===== src/rtl/randseq_parser.sv =====
// Purpose: recognizes "op operand DONE" token sentences and folds each good one into a signed running accumulator.
// Latency: the result or error from a token accepted in cycle N is visible in cycle N+1.
// Backpressure: tok_ready is low while a result is pending; it rises the cycle after res_valid && res_ready.
module randseq_parser #(
  parameter int ACC_W = 16,
  parameter int CNT_W = 8
) (
  input  logic             clk,
  input  logic             rst,
  input  logic             tok_valid,
  output logic             tok_ready,
  input  logic [2:0]       tok,
  output logic             res_valid,
  input  logic             res_ready,
  output logic             res_op,
  output logic [1:0]       res_operand,
  output logic [ACC_W-1:0] res_acc,
  output logic             err,
  output logic [1:0]       err_code,
  output logic [CNT_W-1:0] sent_cnt,
  output logic [CNT_W-1:0] err_cnt
);

  localparam logic [2:0] TOK_ADD   = 3'd1;
  localparam logic [2:0] TOK_SUB   = 3'd2;
  localparam logic [2:0] TOK_ONE   = 3'd3;
  localparam logic [2:0] TOK_TWO   = 3'd4;
  localparam logic [2:0] TOK_THREE = 3'd5;
  localparam logic [2:0] TOK_DONE  = 3'd6;

  localparam logic [1:0] ERR_NONE    = 2'd0;
  localparam logic [1:0] ERR_UNEXP   = 2'd1;
  localparam logic [1:0] ERR_ILLEGAL = 2'd2;

  typedef enum logic [1:0] {
    S_OP,
    S_ARG,
    S_END,
    S_SKIP
  } state_t;

  // One sentence worth of decoded fields: operation and operand value 1..3.
  typedef struct packed {
    logic       op;
    logic [1:0] operand;
  } sentence_t;

  state_t           state;
  sentence_t        cur;
  sentence_t        res_q;
  logic [ACC_W-1:0] acc_q;

  logic             tok_fire;
  logic             is_op;
  logic             is_arg;
  logic             is_done;
  logic             is_illegal;
  logic             tok_expected;
  logic [1:0]       tok_err;
  logic [1:0]       arg_val;
  logic [ACC_W-1:0] arg_ext;
  logic [ACC_W-1:0] acc_next;

  function automatic logic [CNT_W-1:0] sat_inc(input logic [CNT_W-1:0] v);
    return (&v) ? v : v + CNT_W'(1);
  endfunction

  // Ready depends only on the registered result flag, never on tok_valid or res_ready.
  assign tok_ready = !res_valid;
  assign tok_fire  = tok_valid && tok_ready;

  // The accumulator only changes when a result is loaded, so it doubles as res_acc.
  assign res_acc     = acc_q;
  assign res_op      = res_q.op;
  assign res_operand = res_q.operand;

  // Operand tokens ONE/TWO/THREE map to values 1/2/3; zero-extended for the add/sub.
  assign arg_val  = 2'(tok - 3'd2);
  assign arg_ext  = ACC_W'(cur.operand);
  assign acc_next = cur.op ? (acc_q - arg_ext) : (acc_q + arg_ext);

  // Classify the incoming token and decide which error (if any) it raises in the current state.
  always_comb begin
    is_op        = (tok == TOK_ADD) || (tok == TOK_SUB);
    is_arg       = (tok == TOK_ONE) || (tok == TOK_TWO) || (tok == TOK_THREE);
    is_done      = (tok == TOK_DONE);
    is_illegal   = !(is_op || is_arg || is_done);
    tok_expected = 1'b0;
    tok_err      = ERR_NONE;
    case (state)
      S_OP:    tok_expected = is_op;
      S_ARG:   tok_expected = is_arg;
      S_END:   tok_expected = is_done;
      default: tok_expected = 1'b1;
    endcase
    if (!tok_expected) begin
      tok_err = is_illegal ? ERR_ILLEGAL : ERR_UNEXP;
    end
  end

  // Sentence FSM with accumulator, result handshake, error pulse and saturating counters.
  always_ff @(posedge clk) begin
    if (rst) begin
      state     <= S_OP;
      cur       <= '0;
      res_q     <= '0;
      acc_q     <= '0;
      res_valid <= 1'b0;
      err       <= 1'b0;
      err_code  <= ERR_NONE;
      sent_cnt  <= '0;
      err_cnt   <= '0;
    end else begin
      err      <= 1'b0;
      err_code <= ERR_NONE;
      if (res_valid && res_ready) begin
        res_valid <= 1'b0;
      end
      if (tok_fire) begin
        if (tok_err != ERR_NONE) begin
          err      <= 1'b1;
          err_code <= tok_err;
          err_cnt  <= sat_inc(err_cnt);
        end
        case (state)
          S_OP: begin
            if (is_op) begin
              cur.op <= (tok == TOK_SUB);
              state  <= S_ARG;
            end else if (!is_done) begin
              state <= S_SKIP;
            end
          end
          S_ARG: begin
            if (is_arg) begin
              cur.operand <= arg_val;
              state       <= S_END;
            end else if (is_done) begin
              state <= S_OP;
            end else begin
              state <= S_SKIP;
            end
          end
          S_END: begin
            if (is_done) begin
              acc_q     <= acc_next;
              res_q     <= cur;
              res_valid <= 1'b1;
              sent_cnt  <= sat_inc(sent_cnt);
              state     <= S_OP;
            end else begin
              state <= S_SKIP;
            end
          end
          default: begin
            // Resync: drop everything up to and including the next DONE.
            if (is_done) begin
              state <= S_OP;
            end
          end
        endcase
      end
    end
  end

endmodule


===== config.mk =====
export PLATFORM = sky130hd
export DESIGN_NAME = randseq_parser
export DESIGN_NICKNAME = d
export VERILOG_FILES = /design/src/rtl/randseq_parser.sv
export SDC_FILE = /design/constraint.sdc
export NUM_CORES = 1
export LEC_CHECK = 0
export CAP_MARGIN = 20
export CORE_ASPECT_RATIO = 0.8
export CORE_MARGIN = 2
export CORE_UTILIZATION = 30
export CTS_CLUSTER_DIAMETER = 60
export DETAILED_ROUTE_END_ITERATION = 10
export DONT_BUFFER_PORTS = 1
export PLACE_DENSITY = 0.53
export SLEW_MARGIN = 15
export SYNTH_ARGS = -nofsm -noshare
export SYNTH_HDL_FRONTEND = slang
export SYNTH_SLANG_ARGS = --single-unit
export TNS_END_PERCENT = 5

===== constraint.sdc =====
create_clock -name clk -period 5 [get_ports clk]
set_clock_uncertainty 0.05 [all_clocks]
set_input_delay 0.75 -clock clk [delete_from_list [all_inputs] [get_ports clk]]
set_output_delay 0.75 -clock clk [all_outputs]
set_load 0.03 [all_outputs]

==> results by group, run 1 <==
Yosys
  • Sequential area share after synthesis: 31.46%
  • Yosys top cell area share: 31.46%
  • EDFF count, synth: 0
  • Multiplexer share of the synthesized area: 2.592%
  • Synth top cells by count: 44 x dfxtp_1, 36 x nand2_1, 34 x nor2_1, 32 x a21oi_1, 20 x ha_1
  • Largest area contributor in the netlist: dfxtp_1
  • XOR/XNOR Fraction of Synth Area: 5.004%
  • Yosys reg bits: 44
  • Synth Area in Compound Gates: 18.63%
  • Post-Syn Nets: 373
  • Synthesis Warnings: 0
  • Mean Syn Cell Area: 8.116 µm²
  • Synth area leaders: dfxtp_1 31%, ha_1 8.9%, a21oi_1 5.7%, nand2_1 4.8%, nor2_1 4.6%
  • Mapped cell area: 2800 µm²
  • Cells after Synth: 345
  • Largest family of logic cells by synthesized area: simple AND/OR/NAND/NOR gates
  • Yosys cell types: 55
  • Post-synthesis simple-gate area fraction: 28.28%
  • Adder-cell area share of the yosys netlist: 9.651%
  • Top_reg_cell synth: dfxtp_1
  • Top-count cell post-synth: dfxtp_1
  • Ys async rst share: 0%

Critical path
  • Worst Setup SP: arg_ext[0]$_SDFFE_PP0P_
  • WS Path Type: reg -> reg
  • R2R Path Start: arg_ext[0]$_SDFFE_PP0P_
  • Crit end category: flop
  • Worst r2r path cells: 10
  • R2r endpoint: res_acc[15]$_SDFFE_PP0P_
  • Crit-path cells: inv_1, ha_1, nor2_1, inv_1, ha_1, a211oi_1, o21bai_1, a221oi_2, or4b_1, nand4_1
  • Crit path max fanout: 17
  • Crit-path slowest cell: ha_1
  • CP Capture Point: res_acc[15]$_SDFFE_PP0P_
  • Critical path's largest stage delay: 0.50 ns
  • Worst EP required: 5.18 ns
  • R2R Setup Slk: 1.82 ns
  • Worst Setup Start Kind: flop
  • CP arrival: 3.36 ns

CTS
  • Clk_lat worst skew: 0.29 ns
  • CTS Hold Bufs: 0
  • Post-CTS Setup Bufs: 0
  • CTS Buffer Depth: 2
  • Root Buffer: clkbuf_16
  • Post-CTS sizing: 0
  • CTS buffer count: 5
  • CTS sink cnt: 44
  • Clk slew on worst S/H paths: 0.07 ns
  • H-tree depth: 2
  • CTS tree: built

Timing
  • Setup ws final: 1.820 ns
  • Min Tclk post-route: 3.180 ns
  • Worst-margin pin slew: 0.7640 ns
  • Fin crit share: 63.60%
  • Fin Setup TNS: 0 ns
  • Rel. slew slack: 49.03%
  • Setup violations, final: 0
  • Worst hold slack: 0.4241 ns
  • RSZ-0062 raised after global routing: false
  • Final Hold Viols: 0
  • Fmax achieved: 0.3145 GHz
  • Slew Limit Fails: 0

Global route
  • Congestion Overflow GR: 0
  • Overall Global Routing Usage: 14.00%
  • Global-route wire length before repair: 11590 µm
  • Initial antenna violation count: 0
  • Vias in the first global route: 2238
  • Largest net degree at the start of global routing: 45

Pwr
  • LEAKAGE: 1.149 nW
  • Power Density: 272.0 nW/µm²
  • Maximum VDD drop: 0.1628 mV

Detailed routing
  • Drt pass-1 iters: 4
  • Post-route ant nets: 0
  • Detailed-route via count: 2413
  • Total Wirelength: 6896 µm
  • Vias per inst: 5.338
  • Routed WL per cell: 15.26 µm
  • DR iter-0 viols: 122
  • DRC viols: 0

Floorplan
  • Die Ht: 90.41 µm
  • Top Ports: 47
  • Die Area: 10130 µm²
  • Die W: 112.0 µm
  • Initial core utilization: 30.85%
  • Core Region: 9076 µm²
  • Std cell rows: 31

Placed design
  • Placer Congestion: 0.8539
  • IO Port Bufs: 0
  • HPWL after DPL: 4852 µm
  • Dpl ws: 1.853 ns

Cells and area
  • Area grow syn2layout: 7.998%
  • Number of fill cells: 973
  • Ant. Diodes: 0
  • Layout cells sized above 1: 5.935%
  • Fin nets: 364

Worst hold path
  • Hold Path Class: reg -> reg
  • Worst Hold Path Cells: 2

Run
  • Max_cap viols: 0

Run status
  • Status: finished, final reports clean
## registers in the layout (all words and copies together), names as in the netlist
signal       cells
err_cnt          8
cur              1
res_op           1
err_code         2
res_valid        1
res_operand      2
state            2
res_acc         16
err              1
arg_ext          2
sent_cnt         8
## metrics by stage
stage	cells	utilization, %	area [µm²]	power, mW
6_report	452	33.32	3024	0.8226
2_1_floorplan	345	-	2800	0.4667
3_5_place_dp	444	31.62	2870	0.4817
3_3_place_gp	444	31.62	2870	0.4811
5_1_grt	452	33.32	3024	0.8645
4_1_cts	452	33.32	3024	0.8391
## layout make-up
cell class	instances	area, µm²	share of cell area (%)
multi-input cells	272	1797	59.41
flip-flops and latches	44	880.8	29.13
well taps	115	143.9	4.758
clock buffers	6	138.9	4.592
inverters	13	48.80	1.614
clock inverters	2	15.01	0.4965
## worst min path at each step
stage / start / endpoint
after floorplan: arg_ext[1]$_SDFFE_PP0P_ / res_operand[1]$_SDFFE_PP0P_
after global placement: arg_ext[1]$_SDFFE_PP0P_ / res_operand[1]$_SDFFE_PP0P_
after detailed placement: arg_ext[1]$_SDFFE_PP0P_ / res_operand[1]$_SDFFE_PP0P_
after CTS: arg_ext[1]$_SDFFE_PP0P_ / res_operand[1]$_SDFFE_PP0P_
after global routing: rst / res_op$_SDFFE_PP0P_
final: arg_ext[1]$_SDFFE_PP0P_ / res_operand[1]$_SDFFE_PP0P_
## worst max-delay path: cells and delay by family, from the launching register on
family,cells,cell delay [ns]
compound gates,3,0.82
simple gates,3,0.78
fa+ha+maj,2,0.69
buf+inv,2,0.41
flops,1,0.37
## placed cells by master (no fill, tap or decap), types with 4 or more instances in the layout
| cell type | synthesis | layout |
|---|---|---|
| a211oi_1 | 7 | 7 |
| a21o_1 | 4 | 4 |
| a21oi_1 | 32 | 32 |
| and3_1 | 6 | 6 |
| clkbuf_16 | 0 | 5 |
| dfxtp_1 | 44 | 44 |
| ha_1 | 20 | 20 |
| inv_1 | 12 | 12 |
| mux2i_1 | 5 | 5 |
| nand2_1 | 36 | 36 |
| nand3_1 | 16 | 16 |
| nand3b_1 | 4 | 4 |
| nand4_1 | 9 | 9 |
| nor2_1 | 34 | 34 |
| nor3_1 | 9 | 9 |
| o21ai_0 | 12 | 12 |
| o21ai_1 | 5 | 5 |
| or3_1 | 9 | 9 |
| xnor2_1 | 11 | 11 |
| xor2_1 | 5 | 5 |
## where the power goes
part	switching, mW	internal [mW]
registers	0.0172	0.357
logic	0.0598	0.0414
clock network	0.148	0.199
total	0.225	0.597
## metal layers
layer	part of all wire [%]	track usage [%]
met5	0	0
met4	0.77	3.557
met3	6.3	4.832
met2	42	20.15
met1	51	19.93
## cells by family (layout without fill, tap and decap cells)
group,Yosys count,after routing
simple gates,146,146
compound gates,82,82
flops,44,44
buf+inv,29,21
fa+ha+maj,21,21
xor+xnor,16,16
mux,7,7
(Power assumes the default switching activity.)
==> run 2: changes to the inputs <==
- clock period: 5 -> 3 ns (I/O delays scaled with it)
==> results by group, run 2 (synthesis gave the netlist of run 1 again) <==
Detailed routing
  • Drt pass-1 iters: 6 (+2)
  • Detailed-route via count: 2476 (+2.6%)
  • DR iter-0 viols: 174 (+43%)
  • Total Wirelength: 6966 µm (+1.0%)
  • Post-route ant nets: 0 (unchanged)
  • Routed WL per cell: 14.95 µm (-2.0%)
  • DRC viols: 0 (unchanged)
  • Vias per inst: 5.313 (-0.47%)

Timing
  • Fin crit share: 92.76% (+29 points)
  • Fmax achieved: 0.3593 GHz (+14%)
  • Setup violations, final: 0 (unchanged)
  • Fin Setup TNS: 0 ns (unchanged)
  • Final Hold Viols: 0 (unchanged)
  • Worst-margin pin slew: 0.5070 ns (-0.2570 ns)
  • Slew Limit Fails: 0 (unchanged)
  • Min Tclk post-route: 2.783 ns (-0.3972 ns)
  • RSZ-0062 raised after global routing: false
  • Rel. slew slack: 66.15% (+17 points)
  • Setup ws final: 0.2171 ns (-1.603 ns)
  • Worst hold slack: 0.1758 ns (-0.2483 ns)

Cells and area
  • Max reg flops: 16 (unchanged)
  • Post-layout util: 34.99% (+1.7 points)
  • Ant. Diodes: 0 (unchanged)
  • Fin nets: 378 (+3.8%)
  • Commonest non-fill, non-tap cells in the layout: 44 x dfxtp_1, 36 x nand2_1, 33 x nor2_1, 31 x a21oi_1, 19 x ha_1
  • Layout cells sized above 1: 11.11% (+5.2 points)
  • Number of fill cells: 969 (-0.41%)
  • Area grow syn2layout: 13.40%
  • Final Cell Area: 3176 µm² (+5.0%)
  • Commonest non-fill, non-tap cell in the layout: dfxtp_1
  • Final cell count without fillers: 466 (+3.1%)

Critical path
  • Worst EP required: 3.18 ns (-2.00 ns)
  • WS Path Type: reg -> reg
  • Worst Setup Start Kind: flop
  • Crit end category: flop
  • Crit path max fanout: 8 (-9)
  • CP arrival: 2.96 ns (-0.40 ns)

Global route
  • Largest net degree at the start of global routing: 45 (unchanged)
  • Initial antenna violation count: 0 (unchanged)
  • Congestion Overflow GR: 0 (unchanged)
  • Global-route wire length before repair: 11830 µm (+2.0%)
  • Overall Global Routing Usage: 14.16% (+0.16 points)
  • Vias in the first global route: 2372 (+6.0%)

Floorplan
  • Die Area: 10130 µm² (unchanged)
  • Die W: 112.0 µm (unchanged)
  • Die Ht: 90.41 µm (unchanged)
  • Initial core utilization: 30.85% (unchanged)
  • Core Region: 9076 µm² (unchanged)
  • Std cell rows: 31 (unchanged)
  • Top Ports: 47 (unchanged)

CTS
  • CTS buffer count: 5 (unchanged)
  • H-tree depth: 2 (unchanged)
  • CTS Buffer Depth: 2 (unchanged)
  • Clk_lat worst skew: 0.29 ns (about the same)
  • CTS tree: built
  • CTS Hold Bufs: 0 (unchanged)
  • CTS sink cnt: 44 (unchanged)
  • Clk slew on worst S/H paths: 0.07 ns (about the same)
  • Root Buffer: clkbuf_16

Run
  • Max_cap viols: 0 (unchanged)

Placed design
  • Dpl ws: 0.02584 ns (-1.828 ns)
  • IO Port Bufs: 0 (unchanged)
  • Dpl cells: 454 (+2.3%)
  • Placer Congestion: 0.8505 (-0.40%)
  • Post-DP Area: 2945 µm² (+2.6%)
  • HPWL after DPL: 4996 µm (+3.0%)

Pwr
  • LEAKAGE: 1.230 nW (+7.1%)
  • Final total power: 1.464 mW (+78%)
  • Maximum VDD drop: 0.2635 mV (+62%)
  • Power Density: 460.9 nW/µm² (+69%)

Worst hold path
  • Hold Path Class: in -> reg

Run status
  • Status: finished, final reports clean
-- run 2: cell count changes in the layout (fill, tap and decap cells not counted), sizes merged --
cell | previous run | this run
buf | 0 | 14
bufinv | 0 | 1
clkinv | 0 | 1
clkinvlp | 2 | 1
inv | 13 | 12
-- run 2: worst max-delay path, cell delays in order (launching register included) --
cell and delay, ns:
dfxtp_1 0.37, inv_1 0.06, ha_1 0.22, nor2_4 0.13, clkinvlp_4 0.13, buf_4 0.17, ha_2 0.38, o21ai_0 0.11
o21bai_1 0.25, nor4b_1 0.10, a221oi_2 0.21, or4b_1 0.46, nand4_1 0.08
-- run 2: final timing paths --
kind / end / from / slack (ns) / cells past startpoint
min: res_acc[5]$_SDFFE_PP0P_ / rst / 0.18 / 1
min reg2reg: res_operand[1]$_SDFFE_PP0P_ / arg_ext[1]$_SDFFE_PP0P_ / 0.42 / 2
max reg2reg: res_acc[15]$_SDFFE_PP0P_ / arg_ext[0]$_SDFFE_PP0P_ / 0.22 / 12
max: res_acc[15]$_SDFFE_PP0P_ / arg_ext[0]$_SDFFE_PP0P_ / 0.22 / 12
-- run 2: per-layer routing --
layer | share of wire, % | vias to the layer above | GRT usage, %
li1 | - | 1263 | -
met1 | 51 | 1139 | 19.39
met5 | 0 | - | 0
met3 | 7.0 | 12 | 4.966
met4 | 1.9 | 0 | 4.167
met2 | 40 | 62 | 21.01
-- run 2: area by class of cell --
class / count / area, µm² / area share, %
Multi-Input combinational cell: 272 / 1815 / 57.17
Sequential cell: 44 / 880.8 / 27.74
Tap cell: 115 / 143.9 / 4.531
Clock buffer: 6 / 138.9 / 4.374
Timing Repair Buffer: 14 / 105.1 / 3.310
Inverter: 13 / 52.55 / 1.655
Clock inverter: 2 / 38.79 / 1.221
-- run 2: repair_timing --
item	in CTS	in global routing
endpoints found under the setup margin	0	7
gates resized for setup	0	6
buffers inserted	0	4
-- run 2: power breakdown --
part           switching, mW  internal (mW)  leakage [nW]
combinational          0.102         0.0761         0.787
clock                  0.245          0.418        0.0871
sequential            0.0278          0.595         0.356
==> run 3: changes to the inputs <==
- PLACE_DENSITY: 0.53 -> 0.54
- SLEW_MARGIN: 15 -> 0
- clock period: 3 -> 2.3 ns (I/O delays scaled with it)
==> results by group, run 3 (synthesis gave the netlist of run 1 again) <==
Detailed routing
  • DRC viols: 0 (unchanged)
  • Vias per inst: 5.174 (-2.6%)
  • Post-route ant nets: 0 (unchanged)
  • Total Wirelength: 7933 µm (+14%)
  • Drt pass-1 iters: 4 (-2)
  • Detailed-route via count: 2742 (+11%)
  • Routed WL per cell: 14.97 µm (+0.13%)
  • DR iter-0 viols: 139 (-20%)

Critical path
  • Crit-path cells: inv_2, ha_4, nor2_4, inv_6, buf_12, ha_1, nand4_1, nor2_2, a21o_1, or4b_1, nand4_1
  • WS Path Type: reg -> reg
  • Worst Path Buf+Inv: 3 (unchanged)
  • Most frequent CP cell: nand4_1
  • Crit-path slowest cell: or4b_1
  • CP top delay family: simple AND/OR/NAND/NOR gates
  • Worst Setup Start Kind: flop
  • Critical path's largest stage delay: 0.53 ns (+0.07 ns)
  • CP arrival: 2.64 ns (-0.32 ns)
  • Worst EP required: 2.48 ns (-0.70 ns)
  • Crit end category: flop
  • Crit path max fanout: 5 (-3)

Timing
  • Slew Limit Fails: 0 (unchanged)
  • Rel. slew slack: 66.67% (+0.51 points)
  • Fin crit share: 107.1% (+14 points)
  • Fmax achieved: 0.4058 GHz (+13%)
  • Setup ws final: -0.1644 ns (-0.3815 ns)
  • Setup violations, final: 5 (+5)
  • Fin Setup TNS: -0.5115 ns (-0.5115 ns)
  • Final Hold Viols: 0 (unchanged)
  • RSZ-0062 raised after global routing: true
  • Worst-margin pin slew: 0.4935 ns (-0.01346 ns)
  • Min Tclk post-route: 2.464 ns (-0.3185 ns)

CTS
  • CTS buffer count: 5 (unchanged)
  • H-tree depth: 2 (unchanged)
  • CTS sink cnt: 44 (unchanged)
  • Clk_lat worst skew: 0.29 ns (about the same)
  • CTS tree: built
  • Clk slew on worst S/H paths: 0.07 ns (about the same)
  • CTS Buffer Depth: 2 (unchanged)
  • Root Buffer: clkbuf_16
  • CTS Hold Bufs: 0 (unchanged)

Worst hold path
  • Hold Path Class: in -> reg

Cells and area
  • Area grow syn2layout: 37.67%
  • Ant. Diodes: 0 (unchanged)
  • Seq. cell area: 883.3 µm² (+0.28%)
  • Max reg flops: 16 (unchanged)
  • Number of fill cells: 895 (-7.6%)
  • Commonest non-fill, non-tap cell in the layout: buf_4
  • Layout cells sized above 1: 31.33% (+20 points)
  • Fin nets: 442 (+17%)
  • Post-layout util: 42.47% (+7.5 points)
  • Final Cell Area: 3855 µm² (+21%)
  • Commonest non-fill, non-tap cells in the layout: 73 x buf_4, 42 x dfxtp_1, 36 x nand2_1, 32 x nor2_1, 26 x a21oi_1
  • Multi-input gate area: 1987 µm² (+9.4%)

Floorplan
  • Die Ht: 90.41 µm (unchanged)
  • Std cell rows: 31 (unchanged)
  • Core Region: 9076 µm² (unchanged)
  • Initial core utilization: 30.85% (unchanged)
  • Top Ports: 47 (unchanged)
  • Die W: 112.0 µm (unchanged)
  • Die Area: 10130 µm² (unchanged)

Global route
  • Largest net degree at the start of global routing: 45 (unchanged)
  • Congestion Overflow GR: 0 (unchanged)
  • Global-route wire length before repair: 12860 µm (+8.8%)
  • Vias in the first global route: 2589 (+9.1%)
  • Initial antenna violation count: 0 (unchanged)
  • Overall Global Routing Usage: 15.56% (+1.4 points)

Pwr
  • Power Density: 511.8 nW/µm² (+11%)
  • LEAKAGE: 1.605 nW (+30%)
  • Maximum VDD drop: 0.3586 mV (+36%)
  • Final total power: 1.973 mW (+35%)

Run
  • Max_cap viols: 0 (unchanged)

Placed design
  • Dpl ws: -0.2117 ns (-0.2375 ns)
  • Placer Congestion: 0.8731 (+2.7%)
  • Post-DP Area: 3511 µm² (+19%)
  • HPWL after DPL: 5758 µm (+15%)
  • IO Port Bufs: 0 (unchanged)

Run status
  • Failing checks: negative setup slack
  • Status: complete, but fails checks
-- run 3: through the flow --
step / hold slack [ns] / instances
2_1_floorplan: 0.4008 / 345
3_3_place_gp: 0.3722 / 516
3_5_place_dp: 0.3736 / 516
4_1_cts: 0.06305 / 530
5_1_grt: 0.06389 / 530
6_report: 0.06870 / 530
-- run 3: layout make-up --
cell class / instances / share of cell area (%)
flip-flops and latches: 44 / 22.91
repair buffers: 77 / 15.84
clock buffers: 5 / 3.246
multi-input cells: 272 / 51.54
well taps: 115 / 3.733
repair inverters: 1 / 0.09737
clock inverters: 3 / 1.233
inverters: 13 / 1.396
-- run 3: final timing paths --
kind                                start                        to  slack (ns)  depth (start not counted)
setup reg to reg  arg_ext[1]$_SDFFE_PP0P_  res_acc[15]$_SDFFE_PP0P_       -0.16                         11
hold reg to reg       cur[2]$_SDFFE_PP0P_       res_op$_SDFFE_PP0P_        0.48                          2
setup / recovery  arg_ext[1]$_SDFFE_PP0P_  res_acc[15]$_SDFFE_PP0P_       -0.16                         11
hold / removal                        rst   res_acc[2]$_SDFFE_PP0P_        0.07                          1
-- run 3: per-layer routing --
layer | up-vias | GRT usage [%] | share of wire [%]
met3 | 2 | 4.497 | 6.5
li1 | 1392 | - | -
met4 | 0 | 2.744 | 0.39
met5 | - | 0 | 0
met1 | 1277 | 20.99 | 49
met2 | 71 | 25.10 | 44
-- run 3: worst reg2reg max path, cell delays in order, from the launching register on --
cell	delay, ns
dfxtp_2	0.34
inv_2	0.05
ha_4	0.15
nor2_4	0.16
inv_6	0.07
buf_12	0.13
ha_1	0.33
nand4_1	0.22
nor2_2	0.09
a21o_1	0.20
or4b_1	0.53
nand4_1	0.08
-- run 3: power by group --
part | switching [mW] | internal [mW]
combinational | 0.180 | 0.156
sequential | 0.0199 | 0.776
clock | 0.325 | 0.517
-- run 3: timing repair --
item                       CTS  global route
setup endpoints to repair    8            12
cloned                       1             0
buffers inserted             5             0
pin swaps                    9             3
gates resized for setup     21             9
